--- src/rtl/add11_operand_stage_if.sv ---
// Operand/result bundle for add11_operand_stage: producer side, external adder
// loop and consumer side. The stage itself uses the slave modport.
interface add11_operand_stage_if #(
  parameter int DEPTH = 4,
  parameter int CNT_W = 8
);
  localparam int LVL_W = $clog2(DEPTH) + 1;

  logic             in_valid;
  logic             in_ready;
  logic [10:0]      in_x;
  logic [10:0]      in_y;
  logic [10:0]      adder_x;
  logic [10:0]      adder_y;
  logic [11:0]      adder_s;
  logic             out_valid;
  logic             out_ready;
  logic [11:0]      out_sum;
  logic             out_carry;
  logic [LVL_W-1:0] level;
  logic [CNT_W-1:0] carry_cnt;

  modport master (
    output in_valid, in_x, in_y, adder_s, out_ready,
    input  in_ready, adder_x, adder_y, out_valid, out_sum, out_carry,
           level, carry_cnt
  );

  modport slave (
    input  in_valid, in_x, in_y, adder_s, out_ready,
    output in_ready, adder_x, adder_y, out_valid, out_sum, out_carry,
           level, carry_cnt
  );
endinterface

--- src/rtl/add11_operand_stage.sv ---
// Operand FIFO feeding an external 11-bit adder, with a registered result and a
// saturating carry counter. Latency 1 cycle min, 1/cycle; in_ready drops only when the FIFO is full.
module add11_operand_stage #(
  parameter int DEPTH = 4,
  parameter int CNT_W = 8
) (
  input  logic                  clk,
  input  logic                  rst_n,
  add11_operand_stage_if.slave  bus
);
  localparam int PTR_W = $clog2(DEPTH);
  localparam int LVL_W = PTR_W + 1;

  logic [21:0]      mem [DEPTH];
  logic [PTR_W-1:0] wr_ptr;
  logic [PTR_W-1:0] rd_ptr;
  logic [LVL_W-1:0] level;
  logic             out_valid;
  logic [11:0]      out_sum;
  logic [CNT_W-1:0] carry_cnt;
  logic [1:0]       rst_sync;
  logic             run;
  logic             not_full;
  logic             not_empty;
  logic             push;
  logic             issue;
  logic             deliver;
  logic [21:0]      head;

  // Release from reset is re-timed so no transfer lands in the edge where rst_n rises.
  always_ff @(posedge clk or negedge rst_n) begin
    if (!rst_n) begin
      rst_sync <= 2'b00;
    end else begin
      rst_sync <= {rst_sync[0], 1'b1};
    end
  end

  assign run       = rst_sync[1];
  assign not_full  = (level != LVL_W'(DEPTH));
  assign not_empty = (level != '0);
  assign push      = run & bus.in_valid & not_full;
  assign issue     = run & not_empty & (~out_valid | bus.out_ready);
  assign deliver   = out_valid & bus.out_ready;
  assign head      = mem[rd_ptr];

  // Storage holds no control meaning, so it stays out of the reset domain.
  always_ff @(posedge clk) begin
    if (push) begin
      mem[wr_ptr] <= {bus.in_x, bus.in_y};
    end
  end

  always_ff @(posedge clk or negedge rst_n) begin
    if (!rst_n) begin
      wr_ptr <= '0;
      rd_ptr <= '0;
      level  <= '0;
    end else begin
      if (push) begin
        wr_ptr <= wr_ptr + PTR_W'(1);
      end
      if (issue) begin
        rd_ptr <= rd_ptr + PTR_W'(1);
      end
      case ({push, issue})
        2'b10:   level <= level + LVL_W'(1);
        2'b01:   level <= level - LVL_W'(1);
        default: level <= level;
      endcase
    end
  end

  always_ff @(posedge clk or negedge rst_n) begin
    if (!rst_n) begin
      out_valid <= 1'b0;
      out_sum   <= '0;
    end else begin
      if (issue) begin
        out_valid <= 1'b1;
        out_sum   <= bus.adder_s;
      end else if (deliver) begin
        out_valid <= 1'b0;
      end
    end
  end

  always_ff @(posedge clk or negedge rst_n) begin
    if (!rst_n) begin
      carry_cnt <= '0;
    end else if (deliver && out_sum[11] && (carry_cnt != {CNT_W{1'b1}})) begin
      carry_cnt <= carry_cnt + CNT_W'(1);
    end
  end

  // The adder sees zeros whenever there is nothing valid at the head.
  assign bus.adder_x   = not_empty ? head[21:11] : 11'd0;
  assign bus.adder_y   = not_empty ? head[10:0]  : 11'd0;
  assign bus.in_ready  = not_full;
  assign bus.out_valid = out_valid;
  assign bus.out_sum   = out_sum;
  assign bus.out_carry = out_sum[11];
  assign bus.level     = level;
  assign bus.carry_cnt = carry_cnt;
endmodule

--- src/flat_wrapper.sv ---
// flat-port wrapper written by rule: the top's interface ports become plain ports
module add11_operand_stage_flat 
#(
  parameter int DEPTH = 4,
  parameter int CNT_W = 8
)
  (clk, rst_n, bus_in_valid, bus_in_x, bus_in_y, bus_adder_s, bus_out_ready, bus_in_ready, bus_adder_x, bus_adder_y, bus_out_valid, bus_out_sum, bus_out_carry, bus_level, bus_carry_cnt);
  add11_operand_stage_if #(.DEPTH(DEPTH), .CNT_W(CNT_W)) bus_i ();
  input  logic clk;
  input  logic rst_n;
  input wire logic [$bits(bus_i.in_valid)-1:0] bus_in_valid;
  input wire logic [$bits(bus_i.in_x)-1:0] bus_in_x;
  input wire logic [$bits(bus_i.in_y)-1:0] bus_in_y;
  input wire logic [$bits(bus_i.adder_s)-1:0] bus_adder_s;
  input wire logic [$bits(bus_i.out_ready)-1:0] bus_out_ready;
  output wire logic [$bits(bus_i.in_ready)-1:0] bus_in_ready;
  output wire logic [$bits(bus_i.adder_x)-1:0] bus_adder_x;
  output wire logic [$bits(bus_i.adder_y)-1:0] bus_adder_y;
  output wire logic [$bits(bus_i.out_valid)-1:0] bus_out_valid;
  output wire logic [$bits(bus_i.out_sum)-1:0] bus_out_sum;
  output wire logic [$bits(bus_i.out_carry)-1:0] bus_out_carry;
  output wire logic [$bits(bus_i.level)-1:0] bus_level;
  output wire logic [$bits(bus_i.carry_cnt)-1:0] bus_carry_cnt;
  assign bus_i.in_valid = bus_in_valid;
  assign bus_i.in_x = bus_in_x;
  assign bus_i.in_y = bus_in_y;
  assign bus_i.adder_s = bus_adder_s;
  assign bus_i.out_ready = bus_out_ready;
  assign bus_in_ready = bus_i.in_ready;
  assign bus_adder_x = bus_i.adder_x;
  assign bus_adder_y = bus_i.adder_y;
  assign bus_out_valid = bus_i.out_valid;
  assign bus_out_sum = bus_i.out_sum;
  assign bus_out_carry = bus_i.out_carry;
  assign bus_level = bus_i.level;
  assign bus_carry_cnt = bus_i.carry_cnt;
  add11_operand_stage #(.DEPTH(DEPTH), .CNT_W(CNT_W)) u_core (.clk(clk), .rst_n(rst_n), .bus(bus_i));
endmodule
--- config.mk ---
export PLATFORM = sky130hd
export DESIGN_NAME = add11_operand_stage_flat
export DESIGN_NICKNAME = d
export VERILOG_FILES = /design/src/rtl/add11_operand_stage_if.sv /design/src/rtl/add11_operand_stage.sv /design/src/flat_wrapper.sv
export SDC_FILE = /design/constraint.sdc
export NUM_CORES = 1
export LEC_CHECK = 0
export CAP_MARGIN = 10
export CELL_PAD_IN_SITES_DETAIL_PLACEMENT = 0
export CELL_PAD_IN_SITES_GLOBAL_PLACEMENT = 2
export CORE_UTILIZATION = 35
export CTS_CLUSTER_DIAMETER = 30
export DETAILED_ROUTE_END_ITERATION = 10
export PLACE_DENSITY_LB_ADDON = 0.1
export SLEW_MARGIN = 0
export SYNTH_ARGS = -nofsm -noshare
export SYNTH_HDL_FRONTEND = slang
export SYNTH_SLANG_ARGS = --single-unit
--- constraint.sdc ---
create_clock -name clk -period 2.3 [get_ports clk]
set_clock_uncertainty 0.1 [all_clocks]
set_input_delay 0.46 -clock clk [delete_from_list [all_inputs] [get_ports clk]]
set_output_delay 0.46 -clock clk [all_outputs]
set_load 0.05 [all_outputs]
After elaboration in Yosys (flattened, before gate mapping)
Memory sizes are Yosys's and may differ from the RTL's.
Index checks and enable logic that the tools add are counted.
{"block": "totals", "reg_bits": 30, "mem_bits_rw": 88, "input_bits": 38, "output_inout_bits": 48, "wordCells": 36, "memories": 1}
{"memory": "u_core.mem", "words": 4, "word_bits": 22, "rd": 1, "rd_clocked_by_memory_dff": 0, "wr": 1, "line": "add11_operand_stage.sv:14", "text": "logic [21:0] mem [DEPTH];"}
{"block": "classes", "addsub": 5, "eq_ne": 4, "muxes": 7, "bitwise": 7, "reduce_logical": 5}
{"operator": "two-way mux 11 bit", "count": 2}
{"operator": "adder 8 x 1 -> 8 bit (second input constant)", "count": 1}
{"operator": "!= test 8 bit (second input constant)", "count": 1}
{"operator": "case mux 3 bit (2 select lines)", "count": 1}
{"operator": "bitwise AND 1 bit", "count": 5}
{"operator": "adder 2 x 1 -> 2 bit (second input constant)", "count": 2}
{"operator": "two-way mux 1 bit", "count": 4}
{"operator": "nonzero test 2 bit", "count": 2}
{"operator": "adder 3 x 1 -> 3 bit (second input constant)", "count": 1}
{"operator": "!= test 3 bit (second input constant)", "count": 1}
{"operator": "nonzero test 3 bit", "count": 1}
{"operator": "subtractor 3 x 1 -> 3 bit (second input constant)", "count": 1}
{"operator": "== test 2 x 1 -> 1 bit (second input constant)", "count": 1}
{"operator": "== test 2 bit (second input constant)", "count": 1}
{"operator": "logical AND 1 bit", "count": 2}
{"operator": "inverter 1 bit", "count": 1}
{"operator": "bitwise OR 1 bit", "count": 1}

Longest topological paths before layout
{"block": "depth", "word_depth": 5, "ltp_mapped": 11, "mapped_depth_nobuf": 9}

Worst setup path after synthesis
OpenSTA, ideal clock, no wires.
{"block": "synth_timing", "kind": "register to register", "from": "register u_core.level[2], in the netlist u_core.bus.level[2]", "to": "register u_core.level[2], in the netlist u_core.bus.level[2]", "setup_time_ns": 0.146, "arrival_time_ns": 2.198, "required_ns": 2.054, "path_slack_ns": -0.144, "path_stages_with_launch": 12, "n_path_buf": 2, "synth_period_minus_slack_ns": 2.444, "path_cell_list": "dfrtp_1 or3_1 buf_6 nand3_4 buf_12 inv_1 ha_1 inv_1 fa_1 xor2_1 nor2_1 xor2_1"}
{"block": "synth_via", "elab_chain_cells": 5, "word_cells_on_any_way": 11, "classes_between": "add/sub (2); eq/ne (3); mux (1); bitwise (3); reduce/logical (2)"}
{"item": "from (decl)", "line": "add11_operand_stage.sv:17", "text": "logic [LVL_W-1:0] level;"}
{"item": "from (signal assigned)", "line": "add11_operand_stage.sv:67", "text": "2'b10: level <= level + LVL_W'(1);"}
{"item": "from (signal assigned)", "line": "add11_operand_stage.sv:68", "text": "2'b01: level <= level - LVL_W'(1);"}
{"item": "from (signal assigned)", "line": "add11_operand_stage.sv:69", "text": "default: level <= level;"}
{"item": "nonzero test 3 bit (*)", "line": "add11_operand_stage.sv:41", "text": "assign not_empty = (level != '0);"}
{"item": "bitwise AND 1 bit (*) (2 in a row)", "line": "add11_operand_stage.sv:43", "text": "assign issue = run & not_empty & (~out_valid | bus.out_ready);"}
{"item": "named net u_core.issue", "line": "add11_operand_stage.sv:26", "text": "logic issue;"}
{"item": "== test 2 x 1 -> 1 bit / == test 2 bit (equally long branches)", "line": "add11_operand_stage.sv:66", "text": "case ({push, issue})"}
{"item": "case mux 3 bit (2 select lines) / nonzero test 2 bit (equally long branches)"}
The timed path passes the listed nets; every way through them passes the cells marked *.
A chain may end at the register's enable or synchronous reset.

Worst setup path in the final report
{"block": "layout_timing", "from": "register u_core.rd_ptr[0]", "to": "output bus_adder_x[3]"}
{"block": "layout_via", "elab_chain_cells": 2}
{"item": "from (decl)", "line": "add11_operand_stage.sv:16", "text": "logic [PTR_W-1:0] rd_ptr;"}
{"item": "from (signal assigned)", "line": "add11_operand_stage.sv:64", "text": "rd_ptr <= rd_ptr + PTR_W'(1);"}
{"item": "memory (4 x 22 bit)"}
{"item": "two-way mux 11 bit", "line": "add11_operand_stage.sv:97", "text": "assign bus.adder_x = not_empty ? head[21:11] : 11'd0;"}
{"item": "to (decl)", "line": "flat_wrapper.sv:17", "text": "output wire logic [$bits(bus_i.adder_x)-1:0] bus_adder_x;"}
Every way passes these cells.

==> results.py <==
metrics = {
    "outcome": {
        "run_status": "finished, violations left",
        "violations": "setup timing",
    },
    "worst_setup_path": {
        "crit_start": "u_core.rd_ptr[0]",
        "cp_num_buf_inv": 3,
        "crit_slowest_cell": "mux4_2",
        "reg2regPathDepth": 9,
        "crit_end": "bus_adder_x[3]",
        "r2r_path_end": "u_core.bus.level[2]",
        "reg2reg_setup_slack_ns": 0.32,
        "logic_depth_of_the_worst_path_buffers_included": 5,
        "reg2reg_from": "u_core.bus.level[0]",
        "setup.worst_path.start_class": "flop",
        "critical_path.cell_chain": "buf_12, clkbuf_16, mux4_2, and2_4, buf_8",
        "crit_required_ns": 1.74,
        "cp_data_arrival_time_ns": 1.88,
        "critPathMaxFanout": 5,
        "critical_path.top_delay_family": "multiplexers",
        "crit_path_max_incr_delay_ns": 0.48,
        "worst_setup_path_end_kind": "output pin",
        "worst-setup-path-type": "flop to output pin",
    },
    "pwr": {
        "irDropWorstVdd_mv": 0.8688,
        "p_leak_nw": 2.545,
        "power.density_nw_per_um2": 1541,
    },
    "floorplanning": {
        "die-area_sq_um": 14110,
        "floorplan.die.height_microns": 118.8,
        "core.rowCount": 42,
        "num_io_pins": 86,
        "start_util_pct": 35.90,
        "core_region_area_sq_um": 13300,
        "fp.dieW_microns": 118.8,
    },
    "sta": {
        "setup_total_negative_slack_ns": -2.036,
        "tmin_final_ns": 2.437,
        "grt_setup_unrepaired": "true",
        "worst_pin_slew_ns": 0.5118,
        "timing.final.crit_share_pct": 106.0,
        "hold_fails_final_rpt": 0,
        "setup_slack_ns": -0.1374,
        "achievable_clock_frequency_mhz": 410.3,
        "final-setup-viol-count": 22,
        "worst_slew_margin_rel_pct": 65.77,
        "timing.final.max_slew_violations": 0,
    },
    "drt": {
        "vias": 2578,
        "wirelength_per_cell_microns": 16.04,
        "remaining_number_of_nets_flagged_by_the_antenna_check_after_routing": 0,
        "first_iter_violations": 136,
        "via_per_inst": 4.612,
        "remaining_drcs": 0,
        "detail_route.first_pass.iterations": 4,
        "totalWireLength_microns": 8966,
    },
    "cells_and_area": {
        "final_nets": 417,
        "filler_cell_count": 1120,
        "layout-area-overhead-vs-synth_pct": 41.68,
        "diodes": 0,
        "post-route-util_pct": 50.87,
        "layout-drive-gt1-share_pct": 37.60,
    },
    "synthesis": {
        "synth-seq-cells": 118,
        "synth_edf_count": 88,
        "postSynthCellCount": 253,
        "synth.yosys.warnings": 0,
        "synth_ff_type": "edfxtp_1",
        "synth-async-reset-ratio_pct": 25.42,
        "synth.lib_cells_used.distinct": 37,
        "synth_nets": 298,
        "synth.avg_cell_area_sq_um": 18.87,
        "synth_area_sq_um": 4773,
        "sequential_fraction_of_the_synthesis_area_pct": 71.09,
    },
    "cts": {
        "clock_tree.buffer_depth": 2,
        "cts_tree": "yes",
        "clock_sinks": 118,
        "clk_root_buffer_cell": "clkbuf_16",
        "cts_buffers": 17,
        "htreeDepth": 4,
        "cts.reportedPaths.clkPinSlew_ns": 0.05,
        "clock_insertion_delay_worst_skew_ns": 0.40,
    },
    "placement": {
        "portBuffers": 85,
        "detailedPlacementHpwl_microns": 5884,
        "placer_s_final_routability_congestion_estimate": 0.6990,
    },
    "global_routing": {
        "antenna_found_initial": 0,
        "grt_pass1_vias": 2669,
        "grt_remaining_overflow": 0,
        "global_route.usage.total_pct": 13.97,
        "grt_max_degree": 31,
        "grt_pass1_wl_microns": 14040,
    },
    "flow_run": {
        "max_cap_viol_count": 0,
    },
    "min_path": {
        "min_path_type": "flop to flop",
    },
}
cell type report:
class                           count  area (sq um)  share of cell area [%]
Sequential cell                   118          3400                   50.27
Timing Repair Buffer              110          1195                   17.67
Inverter                            8         30.03                  0.4440
Clock inverter                     12         161.4                   2.387
Tap cell                          176         220.2                   3.256
Clock buffer                       18         429.2                   6.346
Multi-Input combinational cell    117          1328                   19.63
power by group:
part           switching [W]  internal (W)  leakage, nW
sequential          0.000225       0.00268         1.15
clock               0.000852       0.00178        0.287
combinational        0.00268       0.00220         1.10
what timing repair did:
item | 4_1_cts | 5_1_grt
pin swaps | 0 | 6
buffers inserted | 1 | 2
gates cloned | 0 | 1
hold buffers | 0 | 0
endpoints found under the setup margin | 23 | 23
gates resized for setup | 44 | 8
how the worst min path moves through the flow:
stage                       startpoint                      end  slack, ns  cells after the start
floorplan                        rst_n  u_core.bus.carry_cnt[0]       0.06                      0
global placement    u_core.rst_sync[0]       u_core.rst_sync[1]       0.24                      0
detailed placement  u_core.rst_sync[0]       u_core.rst_sync[1]       0.24                      0
CTS                 u_core.rst_sync[0]       u_core.rst_sync[1]       0.25                      0
global route        u_core.rst_sync[0]       u_core.rst_sync[1]       0.25                      0
finish              u_core.rst_sync[0]       u_core.rst_sync[1]       0.25                      0
state kept, by name, summed over array words and instances, names as in the netlist:
register              count
u_core.bus.carry_cnt      8
u_core.bus.level          3
u_core.bus.out_sum       12
u_core.bus.out_valid      1
u_core.mem               88
u_core.rd_ptr             2
u_core.rst_sync           2
u_core.wr_ptr             2
worst register-to-register path, cell delays in order (launching register included):
cell and delay (ns):
dfrtp_2 0.44, nor2_1 0.17, a21oi_1 0.11, inv_1 0.07, ha_2 0.19, inv_2 0.04, fa_2 0.35, xor2_1 0.16
nor2_1 0.12, xor2_1 0.14
layout by cell type, fill, tap and decap left out, types with 2 or more instances in the layout:
cell type | Yosys | routed
edfxtp_1 | 88 | 88
clkdlybuf4s50_1 | 0 | 61
dfrtp_1 | 30 | 25
mux4_2 | 22 | 22
and2_4 | 0 | 21
clkbuf_16 | 0 | 18
buf_4 | 3 | 17
buf_6 | 2 | 16
mux2_2 | 9 | 9
nand2_1 | 8 | 8
mux2_4 | 8 | 8
buf_12 | 1 | 7
inv_1 | 8 | 6
buf_8 | 0 | 6
and2_1 | 24 | 5
xnor2_1 | 5 | 5
ha_1 | 6 | 5
clkinv_1 | 0 | 5
dfrtp_2 | 0 | 5
nor2_1 | 4 | 4
bufinv_16 | 0 | 4
a21oi_1 | 3 | 3
nand3_1 | 3 | 3
inv_2 | 0 | 2
nand4_1 | 2 | 2
and3_1 | 2 | 2
o2111a_1 | 2 | 2
xor2_1 | 2 | 2
clkinv_4 | 0 | 2
kinds of logic (layout without fill, tap and decap cells):
| family | after synthesis | count (layout) | synth area share, % |
|---|---|---|---|
| compound gates | 9 | 9 | 1.337 |
| xor+xnor | 7 | 7 | 1.284 |
| fa+ha+maj | 7 | 7 | 1.992 |
| buf+inv | 18 | 148 | 2.359 |
| flops | 118 | 118 | 71.09 |
| mux | 40 | 40 | 15.23 |
| other cells | 1 | 1 | 0.07856 |
| simple gates | 53 | 53 | 6.632 |
metrics by stage:
step,power [W],hold WS [ns],cells,setup WS [ns],cell area (sq um)
finish,0.01042,0.2472,559,-0.1374,6763
global route,0.01086,0.2521,559,-0.1967,6763
detailed placement,0.007257,0.2379,525,-0.1031,5951
floorplan,0.005882,0.06441,253,0.004716,4783
CTS,0.01037,0.2498,556,-0.1643,6684
global placement,0.007251,0.2356,525,-0.09794,5951
cells in the mapped netlist, drive strengths merged (2+ instances only):
cell type | number | share of area (%)
edfxtp | 88 | 55
and2 | 27 | 3.6
buf | 8 | 1.6
dfrtp | 30 | 16
a21oi | 3 | 0.31
clkbuf | 2 | 0.16
inv | 8 | 0.63
o2111a | 2 | 0.47
and3 | 2 | 0.26
xor2 | 2 | 0.37
xnor2 | 5 | 0.92
mux4 | 22 | 10
mux2 | 17 | 4.6
nand3 | 4 | 0.68
ha | 6 | 1.6
nand2 | 8 | 0.63
nor2 | 4 | 0.31
nand4 | 2 | 0.26
routing by layer:
metal  vias up  global-route usage, %  wire, microns
met4         0                  8.544            197
met5         -                      0              0
met1      1299                  16.34           3872
met3        14                  4.344            333
met2        55                  22.48           4561
li1       1210                      -              -
Note: power is estimated with default switching activity, not from simulation.
